<file path="src/rtl/keypad_debounce_encoder.sv">
// Keypad input conditioning: synchronises eight raw switches, debounces each key,
// and arbitrates down to a single accepted key with press/release/chord pulses.
module keypad_debounce_encoder #(
  parameter int unsigned DEBOUNCE_CYCLES = 500000,
  parameter int unsigned CNT_W           = 20
) (
  input  logic       clk,
  input  logic       rst,
  input  logic       enable,
  input  logic [7:0] key_raw,
  output logic [7:0] keypad,
  output logic [3:0] key_code,
  output logic       key_valid,
  output logic       key_release,
  output logic       multi_key,
  output logic [7:0] stable_keys
);

  typedef enum logic [1:0] {
    IDLE,
    HELD,
    WAIT_CLEAR
  } state_t;

  localparam logic [CNT_W-1:0] CNT_LAST = CNT_W'(DEBOUNCE_CYCLES - 1);

  // Two-flop synchroniser followed by one retiming stage, so a press sampled at
  // edge 0 reaches the debouncers' compare point after edge 2.
  logic [7:0] sync_meta;
  logic [7:0] sync_q;
  logic [7:0] sync;

  always_ff @(posedge clk or posedge rst) begin
    if (rst) begin
      sync_meta <= '0;
      sync_q    <= '0;
      sync      <= '0;
    end else begin
      // NOTE: non-blocking assignments make this a shift chain; blocking ones
      // would collapse all three stages into a single flop.
      sync_meta <= key_raw;
      sync_q    <= sync_meta;
      sync      <= sync_q;
    end
  end

  logic [CNT_W-1:0] cnt [8];

  always_ff @(posedge clk or posedge rst) begin
    if (rst) begin
      stable_keys <= '0;
      // NOTE: these counters are an array but still take the async reset, since
      // a reset in the middle of a debounce window must discard its progress.
      for (int i = 0; i < 8; i++) cnt[i] <= '0;
    end else begin
      for (int i = 0; i < 8; i++) begin
        if (sync[i] == stable_keys[i]) begin
          cnt[i] <= '0;
        end else if (cnt[i] == CNT_LAST) begin
          stable_keys[i] <= sync[i];
          cnt[i]         <= '0;
        end else begin
          cnt[i] <= cnt[i] + 1'b1;
        end
      end
    end
  end

  logic [3:0] stable_code;
  logic       one_key;
  logic       chord;

  always_comb begin
    // NOTE: default first so every path assigns stable_code and no latch forms.
    stable_code = '0;
    for (int i = 0; i < 8; i++) begin
      if (stable_keys[i]) stable_code = 4'(i + 1);
    end
  end

  assign one_key = (stable_keys != 8'd0) && ((stable_keys & (stable_keys - 8'd1)) == 8'd0);
  assign chord   = (stable_keys != 8'd0) && !one_key;

  state_t state;

  always_ff @(posedge clk or posedge rst) begin
    if (rst) begin
      state       <= IDLE;
      keypad      <= '0;
      key_code    <= '0;
      key_valid   <= 1'b0;
      key_release <= 1'b0;
      multi_key   <= 1'b0;
    end else begin
      key_valid   <= 1'b0;
      key_release <= 1'b0;
      multi_key   <= 1'b0;
      if (!enable) begin
        state    <= IDLE;
        keypad   <= '0;
        key_code <= '0;
      end else begin
        case (state)
          IDLE: begin
            if (one_key) begin
              keypad    <= stable_keys;
              key_code  <= stable_code;
              key_valid <= 1'b1;
              state     <= HELD;
            end else if (chord) begin
              multi_key <= 1'b1;
              state     <= WAIT_CLEAR;
            end
          end
          HELD: begin
            // keypad still holds the accepted bit; other keys are ignored until it drops
            if ((stable_keys & keypad) == 8'd0) begin
              keypad      <= '0;
              key_code    <= '0;
              key_release <= 1'b1;
              state       <= (stable_keys == 8'd0) ? IDLE : WAIT_CLEAR;
            end
          end
          WAIT_CLEAR: begin
            if (stable_keys == 8'd0) state <= IDLE;
          end
          default: state <= IDLE;
        endcase
      end
    end
  end

endmodule
</file>
<file path="config.mk">
export PLATFORM = sky130hd
export DESIGN_NAME = keypad_debounce_encoder
export DESIGN_NICKNAME = d
export VERILOG_FILES = /design/src/rtl/keypad_debounce_encoder.sv
export SDC_FILE = /design/constraint.sdc
export NUM_CORES = 1
export LEC_CHECK = 0
export CORE_AREA = 2 2 150 152
export DETAILED_ROUTE_END_ITERATION = 6
export DIE_AREA = 0 0 152 154
export GPL_TIMING_DRIVEN = 0
export PLACE_DENSITY = 0.61
export SLEW_MARGIN = 5
export SYNTH_ARGS = -nofsm -noshare
export SYNTH_HDL_FRONTEND = slang
export SYNTH_SLANG_ARGS = --single-unit
</file>
<file path="constraint.sdc">
create_clock -name clk -period 9.25 [get_ports clk]
set_input_delay 1.85 -clock clk [delete_from_list [all_inputs] [get_ports clk]]
set_output_delay 1.85 -clock clk [all_outputs]
set_load 0.005 [all_outputs]
</file>
* Word-level counts from Yosys, hierarchy flattened
Index checks and enable logic that the tools add are counted.
** Storage, ports and cells
- Register bits after elaboration :: 209
- Input bits :: 11
- Logic and storage cells :: 134
- Output and inout bits :: 23
** Cells by class
- Multiplexer cells :: 49
- Reduce and logical (&&, ||, !) cells :: 18
- $add $sub $neg :: 9
- Eq/ne operators :: 23
- Bitwise operators :: 10
** Operators by type and width (count)
- $mux W20 :: 16
- $add A20 B1 Y20 const B :: 8
- $eq A20 B19 Y1 const B :: 8
- $mux W4 :: 10
- $logic_not A8 Y1 :: 3
- $mux W8 :: 3
- $and A8 B8 Y8 :: 2
- $pmux W8 S2 :: 1
- $reduce_and A2 Y1 :: 8
- $mux W2 :: 6
- $mux W1 :: 11
- $ne A3 B3 Y1 const B :: 3
- $eq A1 B1 Y1 :: 8
- $not A1 Y1 :: 8
- $pmux W4 S2 :: 1
- $reduce_bool A8 Y1 :: 1
- $sub A8 B1 Y8 const B :: 1
- $pmux W2 S3 :: 1
- $reduce_and A3 Y1 :: 2
- $ne A4 B4 Y1 const B :: 1
- $ne A3 B1 Y1 const B :: 1
- $eq A2 B1 Y1 const B :: 1
- $eq A2 B2 Y1 const B :: 1
- $logic_and A1 B1 Y1 :: 2
- 2 further kinds :: 2

* Depth between registers and ports, before layout
- Word-level depth :: 11
- Depth in mapped cells :: 8
- Mapped depth without buffers :: 6

* Least setup slack after synthesis
Ideal clock, no wire load.
- Kind :: input to register
- From :: input port enable
- To :: register key_code[1]
- Buffers on the path :: 0
- Stages on the path :: 4
- Arrival time :: 2.732 ns
- Setup slack :: 6.390 ns
- Library setup time :: 0.128 ns
- Required time :: 9.122 ns
- Cells stage by stage :: nand3_1 > and2b_2 > a211oi_2 > mux2_1
** Between the ends
- Cells in the longest elaborated chain, start to end :: 2
- Elaborated cells on any way between the ends :: 5
- Those cells by class :: eq/ne (3); mux (1); reduce/logical (1)
** Ends and longest elaborated chain
- start: declaration :: line 9 : input logic enable,
- $ne A3 B1 Y1 (no source line) or $ne A3 B3 Y1 (tied branches)
- $reduce_and A3 Y1 (no source line)
- end signal: assignment :: line 107 : key_code <= stable_code;
- end: declaration :: line 12 : output logic [3:0] key_code,
Several ways; a longest one is shown, not always the timed one.
A chain may end at the register's enable or synchronous reset.

* Worst setup path in the final report
- From :: register stable_keys[5]
- To :: output port stable_keys[5]
** RTL lines
- start: declaration :: line 16 : output logic [7:0] stable_keys
- start signal: indexed assignment :: line 60 : stable_keys[i] <= sync[i];
No word-level cell between the ends.

==> results.json <==
{
  "area_growth_pct": 16.4,
  "whs_ns": 0.342,
  "grt_use_total": 0.157,
  "drc_errors": 0,
  "status": "completed",
  "viasPerCell": 5.01,
  "period_minus_slack_ns": 3.47,
  "yosys_warnings": 0,
  "leakagePower_nw": 4.87,
  "hp-start": "sync_q[7]",
  "worstReg2RegEnd": "cnt[158]",
  "arrival_ns": 1.62,
  "min_path_cells": 0,
  "p_sw_frac": 0.218,
  "synth_seq_cells": 208,
  "required_ns": 7.40,
  "synth_cells": 942,
  "die_h_um": 154,
  "avgSynthCellArea_sq_um": 10.2,
  "clockBufferDepth": 3,
  "clockPowerShare": 0.496,
  "cts-root-buf": "clkbuf_16",
  "multi_input_area_sq_mm": 0.00412,
  "initial_core_util": 0.444,
  "tightest_slew_ns": 0.962,
  "io_buffer_count": 33,
  "cts_inserted_buffers": 24,
  "wire_per_inst_um": 13.9,
  "peakVddDrop_v": 0.000169,
  "clock-sinks": 208,
  "drive_gt1_frac": 0.0881,
  "max_freq_ghz": 0.288,
  "wirelength_um": 18100,
  "slew_viol_final": 0,
  "post_cts_buffers": 0,
  "hpwlAfterDp_um": 11900,
  "yosys_most_used_dff": "dfrtp_1",
  "antenna_found_initial": 0,
  "clk_latency_ns": 0.51,
  "synth_edf_count": 0,
  "fin_crit_sh": 0.375,
  "synthArstFlopShare": 1.00,
  "drt_iter0_markers": 296,
  "postCtsHoldBufs": 0,
  "gp_congestion": 0.787,
  "via_count": 6524,
  "max_stage_delay_ns": 0.57,
  "cts_tree": "done",
  "drt_first_pass_iters": 5,
  "htree_levels": 1,
  "rsz0062_at_grt": "false",
  "r2r.worst_path.cells": 6,
  "hp-class": "flip-flop to flip-flop",
  "path_max_fanout": 4,
  "skew_ns": 0.00588,
  "drv_cap": 0,
  "die_w_um": 152,
  "r2r_slack_ns": 6.82,
  "hold-path-endpoint": "sync[7]",
  "grt_pass1_wl_um": 31000,
  "gr-usage-met1": 0.234,
  "cts-resized-gates": 0,
  "cp_cell_sequence": "clkdlybuf4s50_1",
  "grt_overflow_total": 0,
  "final_hold_viol_count": 0,
  "seqPwrFrac": 0.473,
  "slowest_stage": "clkdlybuf4s50_1",
  "fin_nets": 1022,
  "switchingPower_mw": 0.431,
  "crit_path_end_kind": "primary output",
  "fillerInstances": 1937,
  "diodes": 0,
  "drtAntennaViolNets": 0,
  "slew_headroom": 0.353,
  "met2_usage": 0.234,
  "top_usage_layer": "met2",
  "use_met3": 0.0335,
  "die_area_sq_mm": 0.0234,
  "power_density_mw_per_mm2": 176,
  "regToRegStartpoint": "cnt[154]",
  "power.total_mw": 1.98,
  "grt_max_degree": 108,
  "cts.clk_slew.worst_paths_ns": 0.06,
  "yosysSeqAreaShare": 0.540,
  "syn-cell-area_sq_mm": 0.00964,
  "comb_power_share": 0.031,
  "finalSetupViolCount": 0,
  "seq_area_sq_mm": 0.00520,
  "p_int_mw": 1.55,
  "synth_cell_type_count": 55,
  "rows": 54,
  "path_buf_inv": 1,
  "setup.worst_path.class": "flip-flop to primary output",
  "syn-num-nets": 961,
  "critical-path-top-delay-family": "buffers and inverters",
  "start_kind": "flip-flop",
  "core_area_sq_mm": 0.0217,
  "io-pin-count": 34,
  "grt_pass1_vias": 6299
}
==> logic make-up after synthesis <==
family                     count (synthesis)  synth area share
xor gates and xnor gates                 151             0.137
DFF                                      208             0.540
AOI/OAI and AO/OA                         29            0.0242
muxes                                     18            0.0197
buffers and inverters                     60            0.0321
adders and majority gates                  9            0.0114
and+or+nand+nor                          467             0.235
==> per-layer routing <==
metal  part of all wire  wire length (um)
met1               0.50              9120
met2               0.44              7900
met3              0.042               754
met4              0.020               361
met5                  0                 0
==> cells in the mapped netlist (3+ instances only) <==
cell | number | area, sq um
buf_6 | 6 | 67.6
and2_1 | 4 | 25.0
mux2i_1 | 10 | 100
buf_4 | 3 | 22.5
o21ai_0 | 5 | 25.0
nor4b_1 | 9 | 78.8
mux2_2 | 7 | 78.8
or3_1 | 4 | 25.0
nor4bb_1 | 4 | 40.0
or2_2 | 10 | 62.6
a22oi_1 | 4 | 30.0
nor3_1 | 22 | 110
and4_1 | 7 | 61.3
xnor2_1 | 53 | 464
xor2_1 | 98 | 858
nand4_1 | 34 | 213
nand2_1 | 70 | 263
inv_1 | 31 | 116
dfrtp_1 | 208 | 5200
nor2_1 | 189 | 709
buf_2 | 6 | 30.0
nand3_1 | 61 | 305
a21oi_1 | 5 | 25.0
and3_1 | 25 | 156
nor4_1 | 12 | 75.1
ha_1 | 8 | 100
clkbuf_1 | 11 | 41.3
==> worst max path at each step <==
| stage | from | slack [ns] | end | depth (start not counted) |
|---|---|---|---|---|
| floorplan | rst | 1.72 | cnt[0] | 1 |
| global placement | rst | -1.11 | cnt[17] | 2 |
| detailed placement | enable | 5.57 | key_code[1] | 5 |
| CTS | stable_keys[5] | 5.77 | stable_keys[5] | 1 |
| global route | stable_keys[5] | 5.75 | stable_keys[5] | 1 |
| finish | stable_keys[5] | 5.78 | stable_keys[5] | 1 |
==> sequential cells by signal, summed over array words and instances, names as in the netlist <==
signal,cells
stable_keys,8
key_valid,1
state,2
cnt,160
key_code,3
key_release,1
sync,8
sync_q,8
sync_meta,8
keypad,8
multi_key,1
==> power groups by stage <==
| stage | sequential [mW] | combinational, mW | clock, mW |
|---|---|---|---|
| global route | 0.936 | 0.0727 | 1.05 |
| finish | 0.935 | 0.0620 | 0.980 |
| detailed placement | 0.951 | 0.0639 | 0 |
| global placement | 0.951 | 0.0603 | 0 |
| floorplan | 0.949 | 0.0432 | 0 |
| CTS | 0.935 | 0.0646 | 1.00 |
==> cells in the final DEF (no fill, tap or decap), drive strengths merged, types with 2 or more instances in the layout <==
master         count
a211oi             3
and4               7
mux2               8
nor3              22
a22oi              4
ha                 8
bufinv             3
and3              25
nand4             34
a21oi              5
and2               4
nor2             189
or2               12
clkinvlp           4
nor4              13
buf               18
or4b               2
nor4b              9
or4                3
or3                4
nor4bb             4
nor2b              2
nand2             70
clkdlybuf4s50     33
dfrtp            208
mux2i             10
xnor2             53
or2b               2
xor2              98
clkinv             7
clkbuf            43
nand3b             2
inv               31
o21ai              6
nand3             61
==> through the flow <==
step | cells | worst slack [ns] | util | setup TNS, ns | cell area, sq um
2_1_floorplan | 942 | 1.72 | - | 0 | 9640
3_3_place_gp | 1255 | -1.11 | 0.476 | -226.96 | 10300
3_5_place_dp | 1257 | 5.57 | 0.479 | 0 | 10400
4_1_cts | 1301 | 5.77 | 0.517 | 0 | 11200
5_1_grt | 1301 | 5.75 | 0.517 | 0 | 11200
6_report | 1301 | 5.78 | 0.517 | 0 | 11200
==> cell type report <==
type | instances | area share
Buffer | 29 | 0.0172
Clock buffer | 30 | 0.0601
Clock inverter | 14 | 0.0142
Inverter | 31 | 0.0110
Multi-Input combinational cell | 674 | 0.368
Sequential cell | 208 | 0.464
Tap cell | 280 | 0.0312
Timing Repair Buffer | 35 | 0.0344
No activity file was read; power rests on OpenSTA's default activity.
